File: config.mk
export PLATFORM = sky130hd
export DESIGN_NAME = voice_allocator
export DESIGN_NICKNAME = d
export VERILOG_FILES = /design/src/rtl/voice_allocator.sv
export SDC_FILE = /design/constraint.sdc
export NUM_CORES = 1
export LEC_CHECK = 0
export BUFFER_PORTS_ARGS = -buffer_cell sky130_fd_sc_hd__buf_2
export CAP_MARGIN = 20
export CELL_PAD_IN_SITES_DETAIL_PLACEMENT = 1
export CELL_PAD_IN_SITES_GLOBAL_PLACEMENT = 2
export CORE_MARGIN = 1.5
export CORE_UTILIZATION = 25
export CTS_CLUSTER_SIZE = 25
export DETAILED_ROUTE_END_ITERATION = 10
export PLACE_DENSITY = 0.57
export SLEW_MARGIN = 5
export SYNTH_ARGS = -nofsm -noshare
export SYNTH_HDL_FRONTEND = slang
export SYNTH_SLANG_ARGS = --single-unit
File: constraint.sdc
create_clock -name clk -period 5.7 [get_ports clk]
set_clock_uncertainty 0.2 [all_clocks]
set_input_delay 1.14 -clock clk [delete_from_list [all_inputs] [get_ports clk]]
set_output_delay 1.14 -clock clk [all_outputs]
set_load 0.005 [all_outputs]
File: src/rtl/voice_allocator.sv
// ---------------------------------------------------------------------------
// voice_allocator
//
// Polyphony controller for the oscillator bank. A pointer walks the held-key
// bitmap one key per cycle, comparing the live key level with the last level
// it accepted. A new press allocates a voice (lowest free index first). A new
// release frees the voice playing that key. Each event costs one extra cycle
// during which the pointer pauses on the key being serviced.
//
// Optional feature (macro VOICE_STEAL_EN):
//   defined   - a press with every voice busy takes over the oldest voice
//               (largest age, lowest index on ties) and pulses o_steal.
//   undefined - that press is discarded, voices and ages are left alone,
//               and o_drop pulses instead. o_steal is tied low.
//
// Ports:
//   clk          system clock
//   nRst         asynchronous active-low reset
//   i_keys       key-held bitmap, already synchronized and debounced
//   i_octSel     octave-down value latched into a voice when it is allocated
//   o_voiceEn    bit v enables oscillator v
//   o_voiceKey   key index of voice v at [v*KEY_W +: KEY_W]
//   o_voiceOct   octave-down of voice v at [v*2 +: 2]
//   o_steal      one-cycle pulse, an active voice was reallocated
//   o_drop       one-cycle pulse, a press found no voice and was discarded
// ---------------------------------------------------------------------------
module voice_allocator #(
    parameter int N_VOICES = 4,
    parameter int N_KEYS   = 13,
    parameter int KEY_W    = 4,
    parameter int AGE_W    = 4
) (
    input  logic                        clk,
    input  logic                        nRst,
    input  logic [N_KEYS-1:0]           i_keys,
    input  logic [1:0]                  i_octSel,
    output logic [N_VOICES-1:0]         o_voiceEn,
    output logic [N_VOICES*KEY_W-1:0]   o_voiceKey,
    output logic [N_VOICES*2-1:0]       o_voiceOct,
    output logic                        o_steal,
    output logic                        o_drop
);

    localparam int VIDX_W = (N_VOICES > 1) ? $clog2(N_VOICES) : 1;
    localparam logic [KEY_W-1:0] LAST_KEY = KEY_W'(N_KEYS - 1);

    typedef enum logic [1:0] {
        SCAN    = 2'd0,
        ALLOC   = 2'd1,
        RELEASE = 2'd2
    } state_t;

    state_t                           r_state;
    state_t                           w_nextState;
    logic [KEY_W-1:0]                 r_ptr;
    logic [N_KEYS-1:0]                r_held;
    logic [N_VOICES-1:0]              r_voiceEn;
    logic [N_VOICES-1:0][KEY_W-1:0]   r_voiceKey;
    logic [N_VOICES-1:0][1:0]         r_voiceOct;
    logic                             r_noVoice;

    logic                             w_keyNow;
    logic                             w_heldNow;
    logic                             w_advance;
    logic [KEY_W-1:0]                 w_ptrNext;
    logic                             w_hasFree;
    logic [VIDX_W-1:0]                w_freeIdx;
    logic [VIDX_W-1:0]                w_target;
    logic                             w_doWrite;

`ifdef VOICE_STEAL_EN
    // Ages only exist to pick a victim, so they are kept only when
    // stealing is built in.
    logic [N_VOICES-1:0][AGE_W-1:0]   r_age;
    logic [VIDX_W-1:0]                w_oldIdx;
    logic [AGE_W-1:0]                 w_oldAge;
    localparam logic [AGE_W-1:0] AGE_MAX = '1;
`endif

    assign w_keyNow  = i_keys[r_ptr];
    assign w_heldNow = r_held[r_ptr];
    assign w_ptrNext = (r_ptr == LAST_KEY) ? '0 : r_ptr + 1'b1;

    // State register.
    always_ff @(posedge clk or negedge nRst) begin
        if (!nRst) begin
            r_state <= SCAN;
        end else begin
            r_state <= w_nextState;
        end
    end

    // Next state. The pointer stays put while an event on its key is serviced
    // so that ALLOC/RELEASE still address that key.
    always_comb begin
        w_nextState = r_state;
        w_advance   = 1'b0;
        case (r_state)
            SCAN: begin
                if (w_keyNow && !w_heldNow) begin
                    w_nextState = ALLOC;
                end else if (!w_keyNow && w_heldNow) begin
                    w_nextState = RELEASE;
                end else begin
                    w_advance = 1'b1;
                end
            end
            ALLOC, RELEASE: begin
                w_nextState = SCAN;
                w_advance   = 1'b1;
            end
            default: begin
                w_nextState = SCAN;
            end
        endcase
    end

    // Scan pointer and accepted key levels.
    always_ff @(posedge clk or negedge nRst) begin
        if (!nRst) begin
            r_ptr  <= '0;
            r_held <= '0;
        end else begin
            if (w_advance) begin
                r_ptr <= w_ptrNext;
            end
            if (r_state == ALLOC) begin
                r_held[r_ptr] <= 1'b1;
            end else if (r_state == RELEASE) begin
                r_held[r_ptr] <= 1'b0;
            end
        end
    end

    // Lowest-index idle voice: scanning downward lets the lowest hit win.
    always_comb begin
        w_hasFree = 1'b0;
        w_freeIdx = '0;
        for (int v = N_VOICES - 1; v >= 0; v--) begin
            if (!r_voiceEn[v]) begin
                w_hasFree = 1'b1;
                w_freeIdx = VIDX_W'(v);
            end
        end
    end

`ifdef VOICE_STEAL_EN
    // Oldest voice; strict greater-than keeps the lowest index on ties.
    // Only consulted when every voice is enabled.
    always_comb begin
        w_oldIdx = '0;
        w_oldAge = r_age[0];
        for (int v = 1; v < N_VOICES; v++) begin
            if (r_age[v] > w_oldAge) begin
                w_oldIdx = VIDX_W'(v);
                w_oldAge = r_age[v];
            end
        end
    end

    assign w_target  = w_hasFree ? w_freeIdx : w_oldIdx;
    assign w_doWrite = (r_state == ALLOC);
`else
    assign w_target  = w_freeIdx;
    assign w_doWrite = (r_state == ALLOC) && w_hasFree;
`endif

    // Voice table. A press writes the target and ages the others; a release
    // clears only the enable so the oscillator's key/octave stay stable.
    always_ff @(posedge clk or negedge nRst) begin
        if (!nRst) begin
            r_voiceEn  <= '0;
            r_voiceKey <= '0;
            r_voiceOct <= '0;
            r_noVoice  <= 1'b0;
`ifdef VOICE_STEAL_EN
            r_age      <= '0;
`endif
        end else begin
            r_noVoice <= (r_state == ALLOC) && !w_hasFree;
            if (w_doWrite) begin
                for (int v = 0; v < N_VOICES; v++) begin
                    if (VIDX_W'(v) == w_target) begin
                        r_voiceEn[v]  <= 1'b1;
                        r_voiceKey[v] <= r_ptr;
                        r_voiceOct[v] <= i_octSel;
`ifdef VOICE_STEAL_EN
                        r_age[v]      <= '0;
                    end else if (r_voiceEn[v] && (r_age[v] != AGE_MAX)) begin
                        r_age[v]      <= r_age[v] + 1'b1;
`endif
                    end
                end
            end else if (r_state == RELEASE) begin
                for (int v = 0; v < N_VOICES; v++) begin
                    if (r_voiceEn[v] && (r_voiceKey[v] == r_ptr)) begin
                        r_voiceEn[v] <= 1'b0;
`ifdef VOICE_STEAL_EN
                        r_age[v]     <= '0;
`endif
                    end
                end
            end
        end
    end

    assign o_voiceEn  = r_voiceEn;
    assign o_voiceKey = r_voiceKey;
    assign o_voiceOct = r_voiceOct;

`ifdef VOICE_STEAL_EN
    assign o_steal = r_noVoice;
    assign o_drop  = 1'b0;
`else
    assign o_steal = 1'b0;
    assign o_drop  = r_noVoice;
`endif

endmodule
==> results of run 1 <==
[worst max-delay path: cells and delay by family (launching register included)]
| kind | cells | cell delay [ps] |
|---|---|---|
| flip-flops | 1 | 830 |
| AO/OA/AOI/OAI | 2 | 650 |
| AND/OR/NAND/NOR | 2 | 380 |
| multiplexers | 1 | 380 |
| adder cells (fa/ha/maj) | 1 | 360 |
| buffers and inverters | 1 | 340 |
[area by class of cell]
type | instances | area [µm²] | area share, %
Multi-Input combinational cell | 150 | 1250 | 41.6
Sequential cell | 48 | 1200 | 40.0
Timing Repair Buffer | 47 | 240 | 8.00
Tap cell | 133 | 166 | 5.54
Clock buffer | 7 | 96.3 | 3.21
Clock inverter | 1 | 30.0 | 1.00
Inverter | 5 | 18.8 | 0.625
[per-stage QoR]
step	utilization, %	instances	area (µm²)	hold WS (ps)	setup WS, ps
6_report	30.6	391	3000	310	2470
5_1_grt	30.6	391	3000	332	2190
4_1_cts	30.6	391	3000	312	2410
3_5_place_dp	29.3	383	2880	290	2250
3_3_place_gp	29.3	383	2880	283	2330
2_1_floorplan	-	217	2550	274	2610
[power by group]
group / switching, mW / internal [mW]
sequential: 0.178 / 0.474
clock: 0.120 / 0.155
combinational: 0.370 / 0.369
total: 0.668 / 0.999
[worst max path at each step]
stage,slack [ps],to,cells after the start,startpoint
final,2470,r_ptr[0]$_DFFE_PN0P_,7,r_ptr[1]$_DFFE_PN0P_
after global routing,2190,r_ptr[0]$_DFFE_PN0P_,7,r_ptr[1]$_DFFE_PN0P_
after CTS,2410,r_ptr[0]$_DFFE_PN0P_,7,r_ptr[1]$_DFFE_PN0P_
after detailed placement,2250,r_ptr[0]$_DFFE_PN0P_,8,i_keys[3]
after global placement,2330,r_ptr[0]$_DFFE_PN0P_,8,i_keys[3]
after floorplan,2610,r_ptr[0]$_DFFE_PN0P_,7,i_keys[3]
[kinds of logic after synthesis]
| logic type | Yosys count |
|---|---|
| mux | 41 |
| compound gates | 32 |
| flops | 48 |
| simple gates | 51 |
| xor+xnor | 16 |
| buf+inv | 19 |
| fa+ha+maj | 9 |
| other cells | 1 |
[routing by layer]
layer,wire [µm],up-vias,track usage [%]
li1,-,859,-
met1,3180,919,17.5
met2,3110,27,20.5
met3,152,7,2.13
met4,87,0,4.17
met5,0,-,0
[cells in the final DEF, fill, tap and decap left out, types with 2 or more instances in the layout]
cell type / n
clkbuf_8: 7
mux2_2: 31
nand2b_1: 2
xor2_1: 15
a2bb2oi_1: 2
o21ai_0: 10
nand3b_1: 2
buf_4: 2
a21oi_1: 8
ha_1: 9
nor4_1: 3
buf_2: 45
mux4_2: 2
a31oi_1: 2
dfrtp_1: 48
nand2_1: 13
nor2_1: 3
inv_1: 5
mux2i_1: 8
and3_1: 2
nor2b_1: 4
nand4_1: 2
nand3_1: 11
==> flow_metrics.py, run 1 <==
metrics = {
    "clocking": {
        "h-tree-depth": 2,
        "cts_buffers": 5,
        "clk_path_buf_depth": 2,
        "post_cts_buffers": 0,
        "cts.reportedPaths.clkPinSlew_ps": 100,
        "cts_tree": "done",
        "cts_root_buf": "clkbuf_8",
        "ctsHoldBuffers": 0,
        "clk_latency_ps": 300,
        "postCtsResizedCells": 0,
        "cts_sinks": 48,
    },
    "yosys": {
        "synthArstFlopShare_pct": 100,
        "synth_warnings": 0,
        "synth_top_area_share_pct": 47.1,
        "syn_inst": 217,
        "muxShareOfSynthArea_pct": 18.6,
        "synthXorXnorAreaFrac_pct": 5.49,
        "yosys.area_share.simple_pct": 12.1,
        "synth_edf_count": 0,
        "seq_area_frac_synth_pct": 47.1,
        "synth_nets": 243,
        "synth.distinct_cells": 45,
        "synth.cell_area_um2": 2550,
        "synthAdderAreaFrac_pct": 4.41,
        "synth_top_cell_by_area": "dfrtp_1",
        "synth_common_cells": "48 x dfrtp_1, 31 x mux2_2, 15 x xor2_1",
        "synth_compound_area_share_pct": 8.28,
        "synthFlopType": "dfrtp_1",
        "avgSynthCellArea_um2": 11.8,
        "netlist_top_cells_area": "dfrtp_1 47%, mux2_2 14%, xor2_1 5.1%",
        "yosys.cell_count.top_type": "dfrtp_1",
        "ys_ff_latch": 48,
        "synth_top_family_by_area": "multiplexers",
    },
    "drt": {
        "vias": 1812,
        "drc": 0,
        "dr.pass1.iters": 6,
        "via_per_inst": 4.63,
        "wl_per_cell_um": 16.7,
        "wl_um": 6530,
        "ant_nets": 0,
        "drt_first_iter_violations": 35,
    },
    "die": {
        "dieArea_um2": 10800,
        "chipWidth_um": 104,
        "io_pins": 47,
        "coreArea_um2": 9820,
        "rows": 36,
        "die_y_um": 104,
        "initial_core_util_pct": 26.0,
    },
    "global_routing": {
        "antenna_found_initial": 0,
        "globalRouteTotalUtil_pct": 12.8,
        "grt_pass1_vias": 1964,
        "grt_start_max_net_pins": 49,
        "grt_pass1_wl_um": 10800,
        "grt_overflow": 0,
    },
    "outcome": {
        "status": "finished clean",
    },
    "cells_and_area": {
        "n_antenna_cell": 0,
        "area_growth_pct": 17.7,
        "fillCellCount": 1145,
        "fin_nets": 283,
        "drive_above_1_share_pct": 36.0,
    },
    "placed_design": {
        "portBuffers": 45,
        "dp_hpwl_um": 4540,
        "routabilityCongestion": 0.722,
    },
    "setup_path": {
        "worstSetupEndpointType": "register",
        "reg2reg_slack_ps": 2470,
        "cp_max_fo": 19,
        "reg2reg_from": "r_ptr[1]$_DFFE_PN0P_",
        "crit_arrival_ps": 3220,
        "required_ps": 5690,
        "crit_slowest_cell": "dfrtp_1",
        "reg2reg_depth": 7,
        "worstSetupPathType": "register to register",
        "crit_chain": "inv_1 > o32ai_1 > nor4b_4 > ha_1 > a21oi_1 > nor2_1 > mux2_2",
        "cp_slowest_stage_delay_ps": 830,
        "worstReg2RegEnd": "r_ptr[0]$_DFFE_PN0P_",
        "cp-start-kind": "register",
    },
    "pwr": {
        "p_leak_nw": 1.42,
        "power.density_nw_per_um2": 555,
        "ir_worst_vdd_uv": 149,
        "finalPower_mw": 1.67,
    },
    "job": {
        "maxCapViolCount": 0,
    },
    "hold_path": {
        "whs_endpoint": "o_voiceOct[5]$_DFFE_PN0P_",
        "hold_path.class": "register to register",
        "whs_path_depth": 1,
        "hp-start": "o_voiceOct[5]$_DFFE_PN0P_",
    },
    "timing": {
        "fin_tns_setup_ps": 0,
        "max_slew_margin_pct": 46.1,
        "worst_pin_slew_ps": 809,
        "period_minus_slack_ps": 3230,
        "setup_viol": 0,
        "rsz0062_at_grt": "no",
        "hold_viol_final": 0,
        "slew_viol_final": 0,
        "max_freq_ghz": 0.309,
        "fin_crit_sh_pct": 56.7,
    },
}
Note: power is estimated with default switching activity, not from simulation.
==> inputs of run 2 (changes only) <==
--- a/config.mk
+++ b/config.mk
@@ -5,6 +5,7 @@
 export SDC_FILE = /design/constraint.sdc
 export NUM_CORES = 1
 export LEC_CHECK = 0
+export ABC_AREA = 1
 export BUFFER_PORTS_ARGS = -buffer_cell sky130_fd_sc_hd__buf_2
 export CAP_MARGIN = 20
 export CELL_PAD_IN_SITES_DETAIL_PLACEMENT = 1
@@ -13,7 +14,7 @@
 export CORE_UTILIZATION = 25
 export CTS_CLUSTER_SIZE = 25
 export DETAILED_ROUTE_END_ITERATION = 10
-export PLACE_DENSITY = 0.57
+export PLACE_DENSITY = 0.66
 export SLEW_MARGIN = 5
 export SYNTH_ARGS = -nofsm -noshare
 export SYNTH_HDL_FRONTEND = slang
==> constraint.sdc (replaced) <==
create_clock -name clk -period 2.72 [get_ports clk]
set_clock_uncertainty 0.2 [all_clocks]
set_input_delay 0.544 -clock clk [delete_from_list [all_inputs] [get_ports clk]]
set_output_delay 0.544 -clock clk [all_outputs]
set_load 0.005 [all_outputs]
==> flow_metrics.py, run 2 <==
metrics = {
    "clocking": {
        "cts_sinks": 48,
        "cts_root_buf": "clkbuf_8",
        "h-tree-depth": 2,
        "cts.reportedPaths.clkPinSlew_ps": 100,
        "cts_tree": "done",
        "cts_buffers": 5,
        "clk_latency_ps": 310,
        "clk_path_buf_depth": 2,
    },
    "cells_and_area": {
        "fin_nets": 443,
        "fillCellCount": 1351,
        "area_growth_pct": 17.1,
        "mostFrequentLayoutCells": "136 x nand2_1, 48 x dfrtp_1, 45 x inv_1, 45 x buf_2, 19 x nor2_1",
        "layout_commonest_cell": "nand2_1",
        "finalCoreUtilization_pct": 30.0,
        "drive_above_1_share_pct": 22.5,
        "final_cells": 558,
        "fin_area_um2": 3260,
        "n_antenna_cell": 0,
    },
    "placed_design": {
        "dp_hpwl_um": 5750,
        "placed_cell_area_um2": 3160,
        "placed_cells_incl_taps": 550,
        "portBuffers": 45,
        "routabilityCongestion": 0.708,
    },
    "yosys": {
        "synthXorXnorAreaFrac_pct": 0.630,
        "synth_common_cells": "136 x nand2_1, 48 x dfrtp_1, 45 x inv_1",
        "yosys.cell_count.top_type": "nand2_1",
        "ys_ff_latch": 48,
        "synth_top_cell_by_area": "dfrtp_1",
        "synth_top_area_share_pct": 43.2,
        "synth_nets": 394,
        "yosys.area_share.simple_pct": 26.8,
        "synth.distinct_cells": 29,
        "synth.cell_area_um2": 2780,
        "synthFlopType": "dfrtp_1",
        "synthArstFlopShare_pct": 100,
        "synth_top_family_by_area": "simple AND/OR/NAND/NOR gates",
        "muxShareOfSynthArea_pct": 0,
        "synth_edf_count": 0,
        "seq_area_frac_synth_pct": 43.2,
        "avgSynthCellArea_um2": 7.56,
        "synth_compound_area_share_pct": 13.8,
        "syn_inst": 368,
        "synthAdderAreaFrac_pct": 4.05,
        "netlist_top_cells_area": "dfrtp_1 43%, nand2_1 18%, inv_1 6.1%",
        "synth_warnings": 0,
    },
    "timing": {
        "hold_viol_final": 0,
        "rsz0062_at_grt": "no",
        "max_freq_ghz": 0.429,
        "worst_pin_slew_ps": 648,
        "max_slew_margin_pct": 56.8,
        "fin_crit_sh_pct": 85.8,
        "fin_tns_setup_ps": 0,
        "period_minus_slack_ps": 2330,
        "slew_viol_final": 0,
        "setup_viol": 0,
    },
    "drt": {
        "wl_per_cell_um": 13.7,
        "dr.pass1.iters": 4,
        "drt_first_iter_violations": 54,
        "wl_um": 7640,
        "ant_nets": 0,
        "drc": 0,
        "via_per_inst": 4.39,
        "vias": 2449,
    },
    "die": {
        "dieArea_um2": 11800,
        "io_pins": 47,
        "chipWidth_um": 108,
        "initial_core_util_pct": 25.7,
        "rows": 38,
        "die_y_um": 108,
        "coreArea_um2": 10800,
    },
    "job": {
        "maxCapViolCount": 0,
    },
    "outcome": {
        "status": "finished clean",
    },
    "pwr": {
        "pwr-share-clk_pct": 11.9,
        "ir_worst_vdd_uv": 328,
        "p_seq_share_pct": 34.7,
        "finalPower_mw": 3.79,
        "swShare_pct": 47.4,
        "combPwrFrac_pct": 53.4,
        "p_sw_mw": 1.80,
        "p_leak_nw": 1.74,
        "power.density_nw_per_um2": 1160,
        "intPower_mw": 1.99,
    },
    "setup_path": {
        "cp-start-kind": "register",
        "reg2reg_slack_ps": 390,
        "worstSetupEndpointType": "register",
        "crit_arrival_ps": 2360,
        "worstSetupPathType": "register to register",
        "required_ps": 2750,
        "cp_max_fo": 10,
    },
    "global_routing": {
        "grt_pass1_wl_um": 12800,
        "grt_start_max_net_pins": 26,
        "globalRouteTotalUtil_pct": 14.2,
        "grt_overflow": 0,
        "grt_pass1_vias": 2506,
        "antenna_found_initial": 0,
    },
    "hold_path": {
        "hold_path.class": "primary input to asynchronous set/reset pin",
    },
}
-- run 2: changes by cell type in the layout (fill, tap and decap cells not counted), moves of 5 or more --
cell	previous run	this run
nand2_1	13	136
o21ai_1	0	6
o21ai_2	0	12
mux2i_1	8	0
nor2_1	3	19
a31oi_1	2	12
mux2_2	31	0
a21oi_1	8	14
o21ai_0	10	15
xor2_1	15	2
buf_4	2	11
inv_1	5	45
inv_2	0	5
-- run 2: timing repair --
action / CTS / global route
setup buffers: 0 / 0
hold buffers: 0 / 0
hold endpoints to repair: 0 / 0
setup endpoints to repair: 0 / 4
resized for setup: 0 / 1
-- run 2: power by group through the flow --
stage | Sequential [mW] | Clock, mW | Combinational (mW)
after floorplan | 1.24 | 0 | 1.46
after global placement | 1.33 | 0 | 2.00
after detailed placement | 1.33 | 0 | 2.05
after CTS | 1.32 | 0.481 | 2.06
after global routing | 1.37 | 0.503 | 2.35
final | 1.32 | 0.451 | 2.02
-- run 2: path summary, 6_finish.rpt --
| path | from | to | cells after the start |
|---|---|---|---|
| max | r_ptr[0]$_DFFE_PN0P_ | r_ptr[3]$_DFFE_PN0P_ | 13 |
| min | nRst | o_voiceKey[9]$_DFFE_PN0P_ | 1 |
| max reg2reg | r_ptr[0]$_DFFE_PN0P_ | r_ptr[3]$_DFFE_PN0P_ | 13 |
| min reg2reg | o_voiceOct[6]$_DFFE_PN0P_ | o_voiceOct[6]$_DFFE_PN0P_ | 2 |
| max in group asynchronous | nRst | asynchronous set/reset pin | 2 |
| min in group clk | o_voiceOct[6]$_DFFE_PN0P_ | o_voiceOct[6]$_DFFE_PN0P_ | 2 |
-- run 2: cell type report --
class | instances | area, µm² | area share [%]
Clock buffer | 5 | 68.8 | 2.11
Clock inverter | 3 | 23.8 | 0.730
Inverter | 51 | 194 | 5.95
Multi-Input combinational cell | 254 | 1270 | 38.9
Sequential cell | 48 | 1200 | 36.9
Tap cell | 140 | 175 | 5.38
Timing Repair Buffer | 57 | 328 | 10.1
-- run 2: per-layer routing --
metal / wire (µm) / track usage [%] / up-vias
li1: - / - / 1240
met1: 3830 / 19.3 / 1156
met2: 3440 / 23.1 / 46
met3: 274 / 2.29 / 7
met4: 91 / 3.95 / 0
met5: 0 / 0 / -
-- run 2: cells by family after synthesis --
kind of cell | Yosys count
simple gates | 179
compound gates | 63
other cells | 1
flops | 48
xor+xnor | 2
fa+ha+maj | 9
buf+inv | 66
-- run 2: through the flow --
step	setup slack, ps	hold WS, ps
floorplan	504	48.4
global placement	272	265
detailed placement	228	266
CTS	237	49.4
global route	104	72.7
finish	386	39.8
-- run 2: worst max-delay path, cell delays in order, from the launching register on --
cell	delay, ps
dfrtp_1	570
buf_4	220
nor2_1	50
nor2_1	70
o21ai_0	90
nand2_1	60
nand2_1	40
nand2_1	60
nor2_1	50
ha_1	280
nand2_1	90
a21oi_2	280
nand3_1	100
o21ai_0	90
==> inputs of run 3 (changes only) <==
--- a/config.mk
+++ b/config.mk
@@ -7,15 +7,14 @@
 export LEC_CHECK = 0
 export ABC_AREA = 1
 export BUFFER_PORTS_ARGS = -buffer_cell sky130_fd_sc_hd__buf_2
-export CAP_MARGIN = 20
 export CELL_PAD_IN_SITES_DETAIL_PLACEMENT = 1
 export CELL_PAD_IN_SITES_GLOBAL_PLACEMENT = 2
 export CORE_MARGIN = 1.5
-export CORE_UTILIZATION = 25
+export CORE_UTILIZATION = 28
 export CTS_CLUSTER_SIZE = 25
 export DETAILED_ROUTE_END_ITERATION = 10
-export PLACE_DENSITY = 0.66
-export SLEW_MARGIN = 5
+export PLACE_DENSITY = 0.73
+export SLEW_MARGIN = 20
 export SYNTH_ARGS = -nofsm -noshare
 export SYNTH_HDL_FRONTEND = slang
 export SYNTH_SLANG_ARGS = --single-unit
==> flow_metrics.py, run 3 (synthesis gave the netlist of run 2 again) <==
metrics = {
    "outcome": {
        "status": "finished clean",
    },
    "timing": {
        "slew_viol_final": 0,
        "rsz0062_at_grt": "no",
        "max_freq_ghz": 0.417,
        "hold_viol_final": 0,
        "fin_crit_sh_pct": 88.2,
        "fin_tns_setup_ps": 0,
        "setup_viol": 0,
        "period_minus_slack_ps": 2400,
    },
    "drt": {
        "drt_first_iter_violations": 82,
        "wl_met3_um": 297,
        "dr.pass1.iters": 4,
        "wl_met2_um": 3420,
        "vias": 2444,
        "ant_nets": 0,
        "top_layer_used": "met4",
        "via_per_inst": 4.44,
        "drc": 0,
        "wl_per_cell_um": 13.7,
        "wl_um": 7510,
        "wl_met1_um": 3710,
    },
    "cells_and_area": {
        "mostFrequentLayoutCells": "136 x nand2_1, 47 x dfrtp_1, 45 x inv_1, 45 x buf_2, 19 x nor2_1",
        "fin_nets": 442,
        "fin_area_um2": 3240,
        "layout_commonest_cell": "nand2_1",
        "n_antenna_cell": 0,
        "area_growth_pct": 16.5,
        "drive_above_1_share_pct": 22.3,
    },
    "setup_path": {
        "worstSetupEndpointType": "register",
        "cp-start-kind": "register",
        "required_ps": 2750,
        "cp_max_fo": 16,
        "worstSetupPathType": "register to register",
        "crit_arrival_ps": 2430,
    },
    "placed_design": {
        "portBuffers": 45,
        "routabilityCongestion": 0.773,
        "placed_cell_area_um2": 3140,
        "dp_hpwl_um": 5520,
    },
    "global_routing": {
        "grt_overflow": 0,
        "grt_pass1_wl_um": 12500,
        "globalRouteTotalUtil_pct": 15.5,
        "antenna_found_initial": 0,
        "grt_pass1_vias": 2443,
        "grt_start_max_net_pins": 30,
    },
    "clocking": {
        "cts.reportedPaths.clkPinSlew_ps": 100,
        "cts_root_buf": "clkbuf_8",
        "cts_buffers": 5,
        "cts_sinks": 48,
        "post_cts_buffers": 0,
        "cts_tree": "done",
        "clk_latency_ps": 300,
        "clk_path_buf_depth": 2,
        "h-tree-depth": 2,
    },
    "die": {
        "die_y_um": 103,
        "coreArea_um2": 9680,
        "rows": 36,
        "dieArea_um2": 10500,
        "initial_core_util_pct": 28.7,
        "chipWidth_um": 103,
        "io_pins": 47,
    },
    "pwr": {
        "p_leak_nw": 1.74,
        "power.density_nw_per_um2": 1160,
        "ir_worst_vdd_uv": 348,
        "finalPower_mw": 3.77,
    },
    "job": {
        "maxCapViolCount": 0,
    },
    "hold_path": {
        "hold_path.class": "register to register",
    },
}
[run 3: changes by cell type in the layout (fill, tap and decap cells not counted)]
| cell | change |
|---|---|
| clkinvlp_4 | -2 |
| dlygate4sd3_1 | +1 |
| dfrtp_2 | +1 |
| buf_4 | -2 |
| clkinv_2 | +2 |
| dfrtp_1 | -1 |
[run 3: what timing repair did]
action,CTS,global route
endpoints found under the setup margin,0,4
endpoints found under the hold margin,2,0
resized for setup,0,2
hold buffers,1,0
[run 3: layer usage]
layer  vias up  GRT usage (%)
met5         -              0
met4         0           4.00
met3         9           2.71
met2        47           24.7
met1      1147           21.8
li1       1241              -
[run 3: critical path: stages (launching register included)]
cell,delay (ps)
dfrtp_1,560
buf_12,200
nor2_1,50
nor2_1,70
o21ai_0,110
nand2_1,70
nand2_1,50
nand2_1,60
nor2_1,50
ha_1,280
nand2_1,90
a21oi_2,290
nand3_1,140
o21ai_0,100
[run 3: final timing paths]
kind                                                start                          to  slack (ps)  cells past startpoint
worst min register to register  o_voiceOct[4]$_DFFE_PN0P_   o_voiceOct[4]$_DFFE_PN0P_         300                      2
worst max register to register       r_ptr[0]$_DFFE_PN0P_        r_ptr[2]$_DFFE_PN0P_         320                     13
max in group asynchronous                            nRst  o_voiceKey[13]$_DFFE_PN0P_        1360                      3
min in group asynchronous                            nRst  asynchronous set/reset pin         370                      2
worst max-delay path                 r_ptr[0]$_DFFE_PN0P_        r_ptr[2]$_DFFE_PN0P_         320                     13
worst min-delay path            o_voiceOct[4]$_DFFE_PN0P_   o_voiceOct[4]$_DFFE_PN0P_         300                      2
[run 3: final cells by class]
type                       count  area (µm²)
clock buffer                   5        68.8
clock inverter                 3        18.8
fill                        1237        6440
inverter                      51         194
multi-input combinational    254        1270
sequential                    48        1200
tap                          133         166
timing repair buffer          56         323
[run 3: where the power goes]
part / total (mW) / internal (mW) / switching (mW)
registers: 1.32 / 1.03 / 0.296
logic: 2.02 / 0.783 / 1.23
clock network: 0.433 / 0.180 / 0.253
total: 3.77 / 1.99 / 1.78
[run 3: metrics by stage]
stage	hold WS, ps	instances	util, %	setup WS, ps
2_1_floorplan	48.4	368	-	504
3_3_place_gp	151	541	32.4	280
3_5_place_dp	152	541	32.4	137
4_1_cts	308	550	33.4	104
5_1_grt	337	550	33.4	76.2
6_report	298	550	33.4	320
